### config.mk
export PLATFORM = sky130hd
export DESIGN_NAME = bcd2bin_sched
export DESIGN_NICKNAME = d
export VERILOG_FILES = /design/src/rtl/bcd2bin_sched_pkg.sv /design/src/rtl/bcd2bin_sched_rr_pick.sv /design/src/rtl/bcd2bin_sched.sv
export SDC_FILE = /design/constraint.sdc
export NUM_CORES = 1
export LEC_CHECK = 0
export ABC_CLOCK_PERIOD_IN_PS = 3940
export CAP_MARGIN = 20
export CORE_ASPECT_RATIO = 1.25
export CORE_UTILIZATION = 49
export DETAILED_ROUTE_END_ITERATION = 8
export GPL_ROUTABILITY_DRIVEN = 0
export PLACE_DENSITY = 0.85
export SKIP_CTS_REPAIR_TIMING = 1
export SYNTH_ARGS = -nofsm -noshare
export SYNTH_HDL_FRONTEND = slang
export SYNTH_SLANG_ARGS = --single-unit
### constraint.sdc
create_clock -name clk -period 3.94 [get_ports clk]
set_input_delay 0.788 -clock clk [delete_from_list [all_inputs] [get_ports clk]]
set_output_delay 0.788 -clock clk [all_outputs]
set_load 0.02 [all_outputs]
### src/rtl/bcd2bin_sched_pkg.sv
// Shared definitions for the bcd2bin scheduler: FSM encoding, BCD limits and
// result width.
package bcd2bin_sched_pkg;

    localparam int BCD_MAX = 9;
    localparam int BIN_W   = 7;

    typedef enum logic [1:0] {
        ST_IDLE   = 2'd0,
        ST_LAUNCH = 2'd1,
        ST_WAIT   = 2'd2,
        ST_RESP   = 2'd3
    } state_e;

    function automatic logic is_bcd(input logic [3:0] digit);
        return digit <= 4'(BCD_MAX);
    endfunction

endpackage

### src/rtl/bcd2bin_sched_rr_pick.sv
// Combinational round-robin picker: returns the first set request after
// 'last', wrapping modulo N_REQ.
module rr_pick #(
    parameter int N_REQ = 4,
    parameter int ID_W  = 2
) (
    input  logic [N_REQ-1:0] req,
    input  logic [ID_W-1:0]  last,
    output logic [ID_W-1:0]  grant,
    output logic             valid
);

    logic [ID_W:0] idx;

    // Scan from the farthest candidate to the nearest so the nearest set bit
    // is the one left standing.
    always_comb begin
        grant = '0;
        valid = 1'b0;
        idx   = '0;
        for (int k = N_REQ; k >= 1; k--) begin
            idx = {1'b0, last} + (ID_W+1)'(k);
            if (idx >= (ID_W+1)'(N_REQ)) begin
                idx = idx - (ID_W+1)'(N_REQ);
            end
            if (req[idx[ID_W-1:0]]) begin
                grant = idx[ID_W-1:0];
                valid = 1'b1;
            end
        end
    end

endmodule

### src/rtl/bcd2bin_sched.sv
// Round-robin scheduler sharing one external bcd2bin converter among N_REQ
// requesters; rejects non-BCD digits and abandons conversions that time out.
module bcd2bin_sched
    import bcd2bin_sched_pkg::*;
#(
    parameter int N_REQ   = 4,
    parameter int ID_W    = 2,
    parameter int TIMEOUT = 64
) (
    input  logic               clk,
    input  logic               reset,
    input  logic [N_REQ-1:0]   req,
    input  logic [4*N_REQ-1:0] bcd1_bus,
    input  logic [4*N_REQ-1:0] bcd0_bus,
    output logic [N_REQ-1:0]   ack,
    output logic               done_tick,
    output logic [ID_W-1:0]    done_id,
    output logic [BIN_W-1:0]   bin,
    output logic               err,
    output logic               busy,
    output logic               cvt_start,
    output logic [3:0]         cvt_bcd1,
    output logic [3:0]         cvt_bcd0,
    input  logic               cvt_ready,
    input  logic               cvt_done_tick,
    input  logic [BIN_W-1:0]   cvt_bin
);

    localparam int CNT_W = $clog2(TIMEOUT);
    localparam logic [N_REQ-1:0] ONE_HOT0 = {{(N_REQ-1){1'b0}}, 1'b1};

    state_e             state_q;
    logic [ID_W-1:0]    last_q;
    logic [ID_W-1:0]    gnt_q;
    logic [CNT_W-1:0]   cnt_q;
    logic [N_REQ-1:0]   ack_q;
    logic               done_tick_q;
    logic [ID_W-1:0]    done_id_q;
    logic [BIN_W-1:0]   bin_q;
    logic               err_q;
    logic               busy_q;
    logic               cvt_start_q;
    logic [3:0]         cvt_bcd1_q;
    logic [3:0]         cvt_bcd0_q;

    logic [ID_W-1:0]    pick_id;
    logic               pick_vld;
    logic [3:0]         pick_bcd1;
    logic [3:0]         pick_bcd0;

    rr_pick #(
        .N_REQ (N_REQ),
        .ID_W  (ID_W)
    ) u_rr_pick (
        .req   (req),
        .last  (last_q),
        .grant (pick_id),
        .valid (pick_vld)
    );

    assign pick_bcd1 = bcd1_bus[{pick_id, 2'b00} +: 4];
    assign pick_bcd0 = bcd0_bus[{pick_id, 2'b00} +: 4];

    // NOTE: state and outputs use non-blocking assignments so every register
    // samples pre-edge values; the async reset branch covers every register.
    always_ff @(posedge clk or negedge reset) begin
        if (!reset) begin
            state_q     <= ST_IDLE;
            last_q      <= ID_W'(N_REQ-1);
            gnt_q       <= '0;
            cnt_q       <= '0;
            ack_q       <= '0;
            done_tick_q <= 1'b0;
            done_id_q   <= '0;
            bin_q       <= '0;
            err_q       <= 1'b0;
            busy_q      <= 1'b0;
            cvt_start_q <= 1'b0;
            cvt_bcd1_q  <= '0;
            cvt_bcd0_q  <= '0;
        end else begin
            case (state_q)
                ST_IDLE: begin
                    if (pick_vld && cvt_ready) begin
                        gnt_q  <= pick_id;
                        busy_q <= 1'b1;
                        // Bad digits are answered directly; the converter never sees them.
                        if (!is_bcd(pick_bcd1) || !is_bcd(pick_bcd0)) begin
                            state_q     <= ST_RESP;
                            bin_q       <= '0;
                            err_q       <= 1'b1;
                            done_tick_q <= 1'b1;
                            done_id_q   <= pick_id;
                            ack_q       <= ONE_HOT0 << pick_id;
                        end else begin
                            state_q     <= ST_LAUNCH;
                            cvt_start_q <= 1'b1;
                            cvt_bcd1_q  <= pick_bcd1;
                            cvt_bcd0_q  <= pick_bcd0;
                        end
                    end
                end
                ST_LAUNCH: begin
                    cvt_start_q <= 1'b0;
                    cnt_q       <= '0;
                    state_q     <= ST_WAIT;
                end
                ST_WAIT: begin
                    // A completion in the timeout cycle still delivers its result.
                    if (cvt_done_tick) begin
                        state_q     <= ST_RESP;
                        bin_q       <= cvt_bin;
                        err_q       <= 1'b0;
                        done_tick_q <= 1'b1;
                        done_id_q   <= gnt_q;
                        ack_q       <= ONE_HOT0 << gnt_q;
                    end else if (cnt_q == CNT_W'(TIMEOUT-1)) begin
                        state_q     <= ST_RESP;
                        bin_q       <= '0;
                        err_q       <= 1'b1;
                        done_tick_q <= 1'b1;
                        done_id_q   <= gnt_q;
                        ack_q       <= ONE_HOT0 << gnt_q;
                    end else begin
                        cnt_q <= cnt_q + CNT_W'(1);
                    end
                end
                ST_RESP: begin
                    done_tick_q <= 1'b0;
                    ack_q       <= '0;
                    busy_q      <= 1'b0;
                    last_q      <= gnt_q;
                    state_q     <= ST_IDLE;
                end
                default: state_q <= ST_IDLE;
            endcase
        end
    end

    assign ack       = ack_q;
    assign done_tick = done_tick_q;
    assign done_id   = done_id_q;
    assign bin       = bin_q;
    assign err       = err_q;
    assign busy      = busy_q;
    assign cvt_start = cvt_start_q;
    assign cvt_bcd1  = cvt_bcd1_q;
    assign cvt_bcd0  = cvt_bcd0_q;

endmodule

* Word-level counts from Yosys, hierarchy flattened
Cells that the tools add are included.
Storage, ports and cells: bits in registers 37, input bits 47, output and inout bits 25, logic and storage cells 120
Operators by class: add/subtract/negate cells 9, magnitude comparators 10, eq/ne operators 10, shift operators 4, muxes and demuxes 55, bitwise operators 1, reduce and logical (&&, ||, !) cells 18
Operators with widths (count):
- $mux 2 | 16
- $shiftx 16x5->4 | 2
- $mux 7 | 4
- $mux 1 | 16
- $mux 4 | 4
- $pmux 7 s2 | 1
- $ge 3x3->1 const B | 4
- $lt 2x3->1 const B | 4
- $mux 6 | 2
- $pmux 4 s3 | 1
- $pmux 6 s2 | 1
- $ne 2x2->1 const B | 5
- $reduce_and 3->1 | 3
- $bmux 1 s2 | 4
- $le 4x4->1 const B | 2
- $pmux 2 s4 | 1
- $reduce_and 4->1 | 2
- $reduce_bool 2->1 | 4
- $shl 1x2->4 const A | 2
- $sub 2x1->2 const B | 4
- $add 2x2->3 const B | 2
- $add 6x1->6 const B | 1
- $eq 6x6->1 const B | 1
- $pmux 1 s2 | 3
- 14 further kinds | 18

* Logic depth before layout (Yosys ltp)
Gate-level depths: netlist (run 1).
depth in word-level cells 16, mapped depth 11, mapped depth without buffers 9

* Hierarchy
A second synthesis (run 1) with hierarchy kept.
Unflattened totals: cell total of the unflattened synthesis 164, area total of the unflattened synthesis 2021.9 sq um
Modules (own cells, without submodules):
- bcd2bin_sched | times used 1, cells an instance 150, area an instance 1930.6 sq um, sequential area each 928.4 sq um
- rr_pick | times used 1, cells an instance 14, area an instance 91.3 sq um, sequential area each 0.0 sq um

* Worst setup path before layout (run 1)
No wires, ideal clock.
path kind input to register, start point in req[1], end point reg bin_q[0] (netlist: bin[0]), arrival 2.763 ns, required time 3.815 ns, slack 1.052 ns, stages on the path 11, cell sequence or2_0 a311oi_2 buf_6 buf_12 mux2i_1 mux2i_1 o21ai_2 o21ai_2 o21a_4 buf_12 mux2_4
Between the ends: cells in the longest elaborated chain, start to end 12
Ends and longest elaborated chain:
- from (decl) | RTL line bcd2bin_sched.sv:12 | input logic [N_REQ-1:0] req,
- $bmux 1 s2 | RTL line bcd2bin_sched_rr_pick.sv:26 | if (req[idx[ID_W-1:0]]) begin
- $mux 1 (not written as such) | RTL line bcd2bin_sched_rr_pick.sv:26
- $mux 2 (4 in a row) | RTL line bcd2bin_sched_rr_pick.sv:26
- $shiftx 16x5->4, on equally long branches | RTL line bcd2bin_sched.sv:61, bcd2bin_sched.sv:62
- $le 4x4->1 | RTL line bcd2bin_sched_pkg.sv:16 | return digit <= 4'(BCD_MAX);
- $logic_not 1->1 | RTL line bcd2bin_sched.sv:88 | if (!is_bcd(pick_bcd1) || !is_bcd(pick_bcd0)) begin
- $logic_or 1x1->1 | RTL line bcd2bin_sched.sv:88
- $ne 2x2->1 (no source line)
- $reduce_and 4->1 (no source line) *
- to (signal assigned) | RTL line bcd2bin_sched.sv:112 | bin_q <= cvt_bin;
- to (decl) | RTL line bcd2bin_sched.sv:39 | logic [BIN_W-1:0] bin_q;
Mark *: on every way between the ends. The rest lies on a longest branch, timed or not. The select of a mux whose other input is x is not followed. A chain may end at the register's enable or synchronous reset.

* Worst setup path in the final report (run 1)
start point in req[1], end point reg bin_q[3] (netlist: bin[3])
The elaborated chain is that of the path after synthesis.

==> results of run 1 <==
state kept, by name, indices dropped and copies added, names as in the netlist:
signal	cells
cvt_bcd1	4
last_q	2
cnt_q	6
state_q	2
done_id	2
cvt_bcd0	4
err	1
ack	4
done_tick	1
cvt_start	1
bin	7
gnt_q	2
busy	1
kinds of logic (layout without fill, tap and decap cells):
group | Yosys count | count (layout)
AOI/OAI and AO/OA | 33 | 33
xor gates and xnor gates | 3 | 3
adders and majority gates | 6 | 6
buffers and inverters | 13 | 87
DFF | 37 | 37
and+or+nand+nor | 49 | 49
muxes | 44 | 44
worst max-delay path: stages:
cell             delay (ps)
clkdlybuf4s50_1         490
or2_0                   300
a311oi_4                290
buf_4                   320
mux2_2                  380
a21oi_2                 220
o21ai_2                 100
o21a_4                  290
mux2_4                  320
path summary, 6_finish.rpt:
check	start	to	slack, ps
max in group asynchronous	reset	bin[6]	2830
min	cvt_bcd0[3]	cvt_bcd0[3]	500
max	req[1]	bin[3]	610
min in group asynchronous	reset	ack[3]	580
min reg2reg	cvt_bcd0[3]	cvt_bcd0[3]	500
max reg2reg	last_q[0]	cvt_bcd1[1]	1190
synthesized netlist by cell type, types with 2 or more instances:
master / n
dfrtp_1: 35
mux2_2: 19
mux2i_1: 19
nand2_1: 17
nor2_1: 11
o21ai_0: 11
and3_1: 8
ha_1: 6
inv_1: 6
a21oi_1: 5
mux2_4: 5
a32o_1: 4
buf_12: 3
nand2b_1: 3
nand3_1: 3
buf_6: 2
dfstp_2: 2
nor2b_1: 2
nor3_1: 2
o21ai_2: 2
xor2_1: 2
power by group:
group	switching (W)	internal [W]	total, W
combinational	0.000623	0.000605	0.00123
clock	0.000133	0.000206	0.000340
sequential	0.000106	0.000545	0.000651
total	0.000862	0.00136	0.00222
through the flow:
step           cells  total power, W  hold WS [ps]
5_1_grt          315         0.00235           520
3_5_place_dp     307         0.00188           480
3_3_place_gp     307         0.00185           473
4_1_cts          315         0.00223           497
2_1_floorplan    185         0.00154           480
6_report         315         0.00222           500
routing by layer:
metal  vias to the layer above  GRT usage
met5                         -          0
met4                         0     0.0631
li1                        801          -
met1                       812      0.238
met3                         7     0.0679
met2                        54      0.376
layout make-up:
type                            instances  area, um2
Clock buffer                            7       86.3
Tap cell                               56       70.1
Multi-Input combinational cell        135       1090
Fill cell                             313       1190
Timing Repair Buffer                   73        721
Inverter                                6       22.5
Clock inverter                          1       30.0
Sequential cell                        37        928
==> results.md, run 1 <==
- Run status: finished, final reports clean
- Sequential fraction of the synthesis area: 0.438
- Critical path class: in -> reg
- FF+latch count, synth: 37
- Vias: 1674
- Final Util: 0.713
- DRC violation total after the first TritonRoute iteration: 58
- Fin area: 2940 um2
- Effective utilization at floorplan: 0.513
- RSZ-0062 raised after global routing: no
- Core Box Area: 4130 um2
- Clock transition at path regs: 70 ps
- HPWL Detailed: 3530 um
- ANT cells: 0
- CTS Buffer Depth: 2
- Input/output buffers: 71
- Largest family of logic cells by synthesized area: multiplexers
- Max rail drop VDD: 433 uV
- Synth warnings: 0
- Mapped Cells: 185
- DRT Pass-1 Iters: 4
- Layout Nets: 311
- Slew at the pin with the worst max-slew slack: 812 ps
- Clock Latency Late Sink: 290 ps
- Number of max-cap violations: 0
- Share of the synthesized area in the top cell type: 0.413
- Top Ports: 72
- Post-synth cell types: 39
- Vias in the first global route: 1576
- Overall routed net length: 4810 um
- EDFF count, synth: 0
- Synth area leader: dfrtp_1
- Critical Path AT: 3510 ps
- Global route overflow: 0
- Final setup violation count: 0
- Top post-synthesis cells by area: dfrtp_1, mux2_2, mux2i_1
- Clock Skew: 10.8 ps
- R2r worst-path depth: 7
- Clock sinks: 37
- WL/cell: 15.3 um
- Max Clk Rate: 300 MHz
- Largest net degree at the start of global routing: 38
- Crit share post-route: 0.846
- Met2 routed WL: 2480 um
- Mux share of post-synthesis cell area: 0.233
- Hold Path Class: reg -> reg
- Min Tclk post-route: 3330 ps
- Area delta synth->final: 38.9%
- Die H: 75.5 um
- XOR/XNOR share of the synthesized area: 0.0124
- Simple-Gate Fraction of Synth Area: 0.112
- Tot GR Track Use: 0.211
- Pins Over Slew Limit: 0
- Rel. slew slack: 0.459
- Clk root buf: clkbuf_8
- Number of buffers created by CTS: 5
- Net Count, Synth: 238
- Setup_tns: 0 ps
- Post-route antenna net violation count: 0
- DR DRC count: 0
- DP Area: 2830 um2
- Crit start category: input port
- Most frequent cells in the layout: clkdlybuf4s50_1, dfrtp_1, mux2i_1, mux2_2, nand2_1
- Post-Synthesis Cell Area: 2120 um2
- Hold Path Depth: 2
- Post-Route M1 WL: 1950 um
- Final WS setup: 608 ps
- Leak: 1.32 nW
- Met3 WL post-DR: 330 um
- Vias/cell: 5.31
- Data required, critical path: 4120 ps
- Cell Pwr Density: 754 nW/um2
- Die width: 60.8 um
- Initial antenna violation count: 0
- Peak fanout along the critical path: 18
- Highest metal layer with signal wires: met4
- Die area: 4590 um2
- CP Capture Type: flop
- Adder-Cell Fraction of Synth Area: 0.0354
- TritonCTS clock tree: built
- Fraction of the mapped netlist area in compound gates: 0.115
- First-pass GRT wire length: 6980 um
- Hold Vio Cnt, Final: 0
- Depth of the CTS H-tree: 2
- Ys async rst share: 1.00
- Layout cells sized above 1: 0.170
- Pre-CTS setup slack: 313 ps
- Predominant post-synthesis flop cell: dfrtp_1
- Site Rows: 26
- Commonest non-fill, non-tap cell in the layout: clkdlybuf4s50_1
- Syn avg cell area: 11.5 um2
No activity file was read; power rests on OpenSTA's default activity.
==> inputs of run 2 (changes only) <==
--- a/config.mk
+++ b/config.mk
@@ -5,13 +5,13 @@
 export SDC_FILE = /design/constraint.sdc
 export NUM_CORES = 1
 export LEC_CHECK = 0
-export ABC_CLOCK_PERIOD_IN_PS = 3940
+export ABC_CLOCK_PERIOD_IN_PS = 2990
 export CAP_MARGIN = 20
 export CORE_ASPECT_RATIO = 1.25
-export CORE_UTILIZATION = 49
+export CORE_UTILIZATION = 41
 export DETAILED_ROUTE_END_ITERATION = 8
 export GPL_ROUTABILITY_DRIVEN = 0
-export PLACE_DENSITY = 0.85
+export PLACE_DENSITY = 0.76
 export SKIP_CTS_REPAIR_TIMING = 1
 export SYNTH_ARGS = -nofsm -noshare
 export SYNTH_HDL_FRONTEND = slang
==> constraint.sdc (replaced) <==
create_clock -name clk -period 2.99 [get_ports clk]
set_input_delay 0.598 -clock clk [delete_from_list [all_inputs] [get_ports clk]]
set_output_delay 0.598 -clock clk [all_outputs]
set_load 0.02 [all_outputs]
==> results.md, run 2 (synthesized netlist as in run 1, its figures left out) <==
- First-pass GRT wire length: 7370 um (+5.5%)
- Depth of the CTS H-tree: 2 (unchanged)
- Data required, critical path: 3160 ps (-960 ps)
- Clock Latency Late Sink: 290 ps (about the same)
- Global route overflow: 0 (unchanged)
- Max Clk Rate: 335 MHz
- Largest net degree at the start of global routing: 38 (unchanged)
- Crit path cell chain: clkdlybuf4s50_1 -> or2_1 -> a311oi_4 -> clkbuf_16 -> mux2i_1 -> mux2i_1 -> nor2_2 -> o21ai_2 -> o21a_4 -> mux2_4
- Final setup violation count: 0 (unchanged)
- Crit start category: input port
- Setup_tns: 0 ps (unchanged)
- Clk root buf: clkbuf_8
- Area delta synth->final: 49.9%
- Top Ports: 72 (unchanged)
- Number of buffers created by CTS: 5 (unchanged)
- Most frequent cells in the layout: clkdlybuf4s50_1, dfrtp_1, buf_4
- Site Rows: 28 (+7.7%)
- CP max-delay cell: clkdlybuf4s50_1
- Vias/cell: 5.12 (-3.6%)
- DR DRC count: 0 (unchanged)
- Vias: 1742 (+4.1%)
- TritonCTS clock tree: built
- Effective utilization at floorplan: 0.438 (-0.0746)
- CTS Buffer Depth: 2 (unchanged)
- Largest register FFs: 7 (unchanged)
- Input/output buffers: 71 (unchanged)
- Hold slack: 385 ps (-115 ps)
- Die area: 5460 um2 (+19%)
- Vias in the first global route: 1624 (+3.0%)
- Layout Nets: 332 (+6.8%)
- Delay-heaviest family, CP: compound AO/OA/AOI/OAI gates
- Pins Over Slew Limit: 0 (unchanged)
- Min Tclk post-route: 2990 ps
- DRC violation total after the first TritonRoute iteration: 75 (+29%)
- Final WS setup: 4.01 ps (-604 ps)
- Max rail drop VDD: 550 uV (+27%)
- WL/cell: 14.5 um (-4.8%)
- Tot GR Track Use: 0.177 (-0.0332)
- Hold Vio Cnt, Final: 0 (unchanged)
- Leak: 1.45 nW (+10%)
- Layout cells sized above 1: 0.246 (+0.0765)
- HPWL Detailed: 3440 um (-2.6%)
- Die H: 82.4 um (+9.1%)
- Crit share post-route: 0.999
- Critical path class: in -> reg
- Commonest non-fill, non-tap cell in the layout: clkdlybuf4s50_1
- Worst path max stage delay: 420 ps (-70 ps)
- Storage cell area: 928 um2 (unchanged)
- Pre-CTS setup slack: -364 ps (-677 ps)
- Fillcell total: 376 (+20%)
- Multi-input logic area: 1120 um2 (+3.6%)
- DRT Pass-1 Iters: 4 (unchanged)
- Hold Path Class: in -> async
- Cell Pwr Density: 1010 nW/um2 (+34%)
- Core Box Area: 4830 um2 (+17%)
- Slew at the pin with the worst max-slew slack: 791 ps (-20.8 ps)
- Initial antenna violation count: 0 (unchanged)
- Worst Path Buf+Inv: 2 (unchanged)
- ANT cells: 0 (unchanged)
- Clock sinks: 37 (unchanged)
- Critical Path AT: 3160 ps (-350 ps)
- Run status: finished, final reports clean
- Post-route antenna net violation count: 0 (unchanged)
- Rel. slew slack: 0.473 (+0.0139)
- Most frequent CP cell: mux2i_1
- Peak fanout along the critical path: 8 (-10)
- Overall routed net length: 4940 um (+2.7%)
- CP Capture Type: flop
- Clock transition at path regs: 70 ps (about the same)
- Die width: 66.3 um (+9.0%)
- Clock Skew: 7.47 ps (-3.38 ps)
- Number of max-cap violations: 0 (unchanged)
run 2: worst reg2reg max path: stages, from the launching register on:
cell and delay (ps):
dfstp_2 590, nor3b_2 70, a311oi_4 400, clkbuf_16 230, mux2i_1 210, mux2i_1 140
nor2_2 230, o21ai_2 120, o21a_4 290, mux2_4 320
run 2: metal layers:
metal  global-route usage  routed length, um  vias to the layer above
li1                     -                  -                      855
met1                0.223               2110                      822
met2                0.308               2470                       62
met3               0.0467                331                        3
met4               0.0319                 27                        0
met5                    0                  0                        -
run 2: worst paths after layout:
kind,from,to,slack (ps),cells past startpoint
min in group clk,cvt_bcd0[0],cvt_bcd0[0],480,2
worst max-delay path,req[0],bin[1],4,10
worst max register to register,last_q[1],bin[1],270,9
worst min register to register,cvt_bcd0[0],cvt_bcd0[0],480,2
worst min-delay path,reset,done_tick,380,1
max in group asynchronous,reset,cvt_bcd0[3],2090,1
run 2: power by group:
| group | switching, W | internal, W | leakage, nW | total (W) |
|---|---|---|---|---|
| combinational | 0.000919 | 0.000984 | 0.929 | 0.00190 |
| clock | 0.000173 | 0.000271 | 0.0574 | 0.000444 |
| sequential | 0.000135 | 0.000718 | 0.469 | 0.000853 |
run 2: stage by stage:
| stage | total power (W) | cells | instance area [um2] | util |
|---|---|---|---|---|
| global placement | 0.00256 | 325 | 2950 | 0.610 |
| detailed placement | 0.00260 | 325 | 2950 | 0.610 |
| CTS | 0.00305 | 333 | 3070 | 0.635 |
| finish | 0.00320 | 340 | 3180 | 0.657 |
| floorplan | 0.00203 | 185 | 2120 | - |
| global route | 0.00340 | 340 | 3180 | 0.657 |
run 2: area by class of cell:
class,count,area share
Tap cell,60,0.0236
Multi-Input combinational cell,136,0.354
Inverter,6,0.00709
Clock inverter,2,0.0118
Clock buffer,6,0.0260
Timing Repair Buffer,93,0.285
Sequential cell,37,0.292
==> inputs of run 3 (changes only) <==
==> constraint.sdc (replaced) <==
create_clock -name clk -period 2.99 [get_ports clk]
set_input_delay 0.897 -clock clk [delete_from_list [all_inputs] [get_ports clk]]
set_output_delay 0.897 -clock clk [all_outputs]
set_load 0.02 [all_outputs]
==> results.md, run 3 (synthesized netlist as in run 1, its figures left out) <==
- Depth of the CTS H-tree: 2 (unchanged)
- Max Clk Rate: 341 MHz (+1.7%)
- Effective utilization at floorplan: 0.438 (unchanged)
- Number of buffers created by CTS: 5 (unchanged)
- Clock transition at path regs: 70 ps (about the same)
- Largest net degree at the start of global routing: 38 (unchanged)
- ANT cells: 0 (unchanged)
- DRC violation total after the first TritonRoute iteration: 59 (-21%)
- Layout Nets: 330 (-0.60%)
- Layout cells sized above 1: 0.245 (-0.00182)
- Peak fanout along the critical path: 8 (unchanged)
- Initial antenna violation count: 0 (unchanged)
- First-pass GRT wire length: 7450 um (+1.1%)
- WL/cell: 14.3 um (-1.9%)
- Core Box Area: 4830 um2 (unchanged)
- Data required, critical path: 3170 ps (about the same)
- Critical Path AT: 3120 ps (-40 ps)
- Rel. slew slack: 0.467 (-0.00613)
- Max rail drop VDD: 524 uV (-4.8%)
- Largest register FFs: 7 (unchanged)
- Pins Over Slew Limit: 0 (unchanged)
- Input/output buffers: 71 (unchanged)
- Overall routed net length: 4820 um (-2.4%)
- Power, Total: 0.00304 W (-4.9%)
- Top Ports: 72 (unchanged)
- Commonest non-fill, non-tap cell in the layout: clkdlybuf4s50_1
- TritonCTS clock tree: built
- Slew at the pin with the worst max-slew slack: 800 ps (+9.20 ps)
- HPWL Detailed: 3460 um (+0.43%)
- CTS Buffer Depth: 2 (unchanged)
- Tot GR Track Use: 0.180 (+0.00245)
- CP Capture Type: flop
- Area delta synth->final: 47.0%
- Crit share post-route: 0.982 (-0.0166)
- Clock sinks: 37 (unchanged)
- Die width: 66.3 um (unchanged)
- Die H: 82.4 um (unchanged)
- Leak: 1.44 nW (-1.2%)
- Number of max-cap violations: 0 (unchanged)
- Placed instance count: 323 (-0.62%)
- Clk root buf: clkbuf_8
- Clock Skew: 5.09 ps (-2.38 ps)
- Hold Vio Cnt, Final: 0 (unchanged)
- Cell Pwr Density: 977 nW/um2 (-3.1%)
- Post-route antenna net violation count: 0 (unchanged)
- Vias: 1764 (+1.3%)
- Vias in the first global route: 1685 (+3.8%)
- Post-Layout Cell Count: 338 (-0.59%)
- Final setup violation count: 0 (unchanged)
- Min Tclk post-route: 2940 ps (-49.6 ps)
- Die area: 5460 um2 (unchanged)
- Run status: finished, final reports clean
- Site Rows: 28 (unchanged)
- Crit start category: input port
- Most frequent cells in the layout: clkdlybuf4s50_1, dfrtp_1, mux2i_1, mux2_2, buf_4
- Hold Path Class: reg -> reg
- DR DRC count: 0 (unchanged)
- Vias/cell: 5.22 (+1.9%)
- DRT Pass-1 Iters: 4 (unchanged)
- Critical path class: in -> reg
- Clock Latency Late Sink: 290 ps (about the same)
- Global route overflow: 0 (unchanged)
[run 3: cell count changes in the layout (fill, tap and decap cells not counted)]
cell,delta
buf_4,-2
clkdlybuf4s50_1,-2
clkinv_2,+2
buf_8,+1
bufinv_16,-1
clkbuf_16,-1
clkbuf_2,+1
clkbuf_8,-1
dlymetal6s2s_1,+1
o21a_2,+1
o21a_4,-1
o21ai_2,-1
o21ai_4,+1
[run 3: per-layer routing]
metal	up-vias	routed length, um	track usage
li1	850	-	-
met1	864	2010	0.212
met2	44	2460	0.319
met3	6	304	0.0481
met4	0	50	0.0511
met5	-	0	0
[run 3: through the flow]
step	cell area, um2	setup slack, ps	hold WS [ps]	util	TNS, ps
floorplan	2120	30.2	480	-	0
global placement	2940	-548	467	0.607	-12000
detailed placement	2940	-570	478	0.607	-12200
CTS	3020	-272	495	0.625	-4920
global route	3120	-8.62	508	0.645	-18.2
finish	3120	53.6	492	0.645	0
[run 3: final cells by class]
type,instances,area (um2)
Inverter,6,22.5
Timing Repair Buffer,91,878
Fill cell,393,1720
Clock inverter,3,17.5
Tap cell,60,75.1
Sequential cell,37,928
Clock buffer,5,68.8
Multi-Input combinational cell,136,1130
[run 3: worst paths after layout]
check,from,end,slack (ps),depth (start not counted)
worst max-delay path,req[0],bin[1],50,10
worst min-delay path,cvt_bcd1[0],cvt_bcd1[0],490,2
worst max register to register,last_q[0],bin[6],320,9
worst min register to register,cvt_bcd1[0],cvt_bcd1[0],490,2
max in group asynchronous,reset,cnt_q[4],1800,1
min in group asynchronous,reset,bin[1],690,1
[run 3: critical path, cell delays in order]
cell and delay (ps):
dlymetal6s2s_1 120, or2_1 260, a311oi_4 260, buf_12 160, buf_8 130, mux2_2 360
a21oi_4 220, o21ai_4 100, o21a_4 290, mux2_4 310
[run 3: power breakdown]
| part | leakage (nW) | internal [W] | switching (W) |
|---|---|---|---|
| Clock | 0.0439 | 0.000161 | 0.000179 |
| Sequential | 0.469 | 0.000718 | 0.000134 |
| Combinational | 0.924 | 0.000951 | 0.000902 |
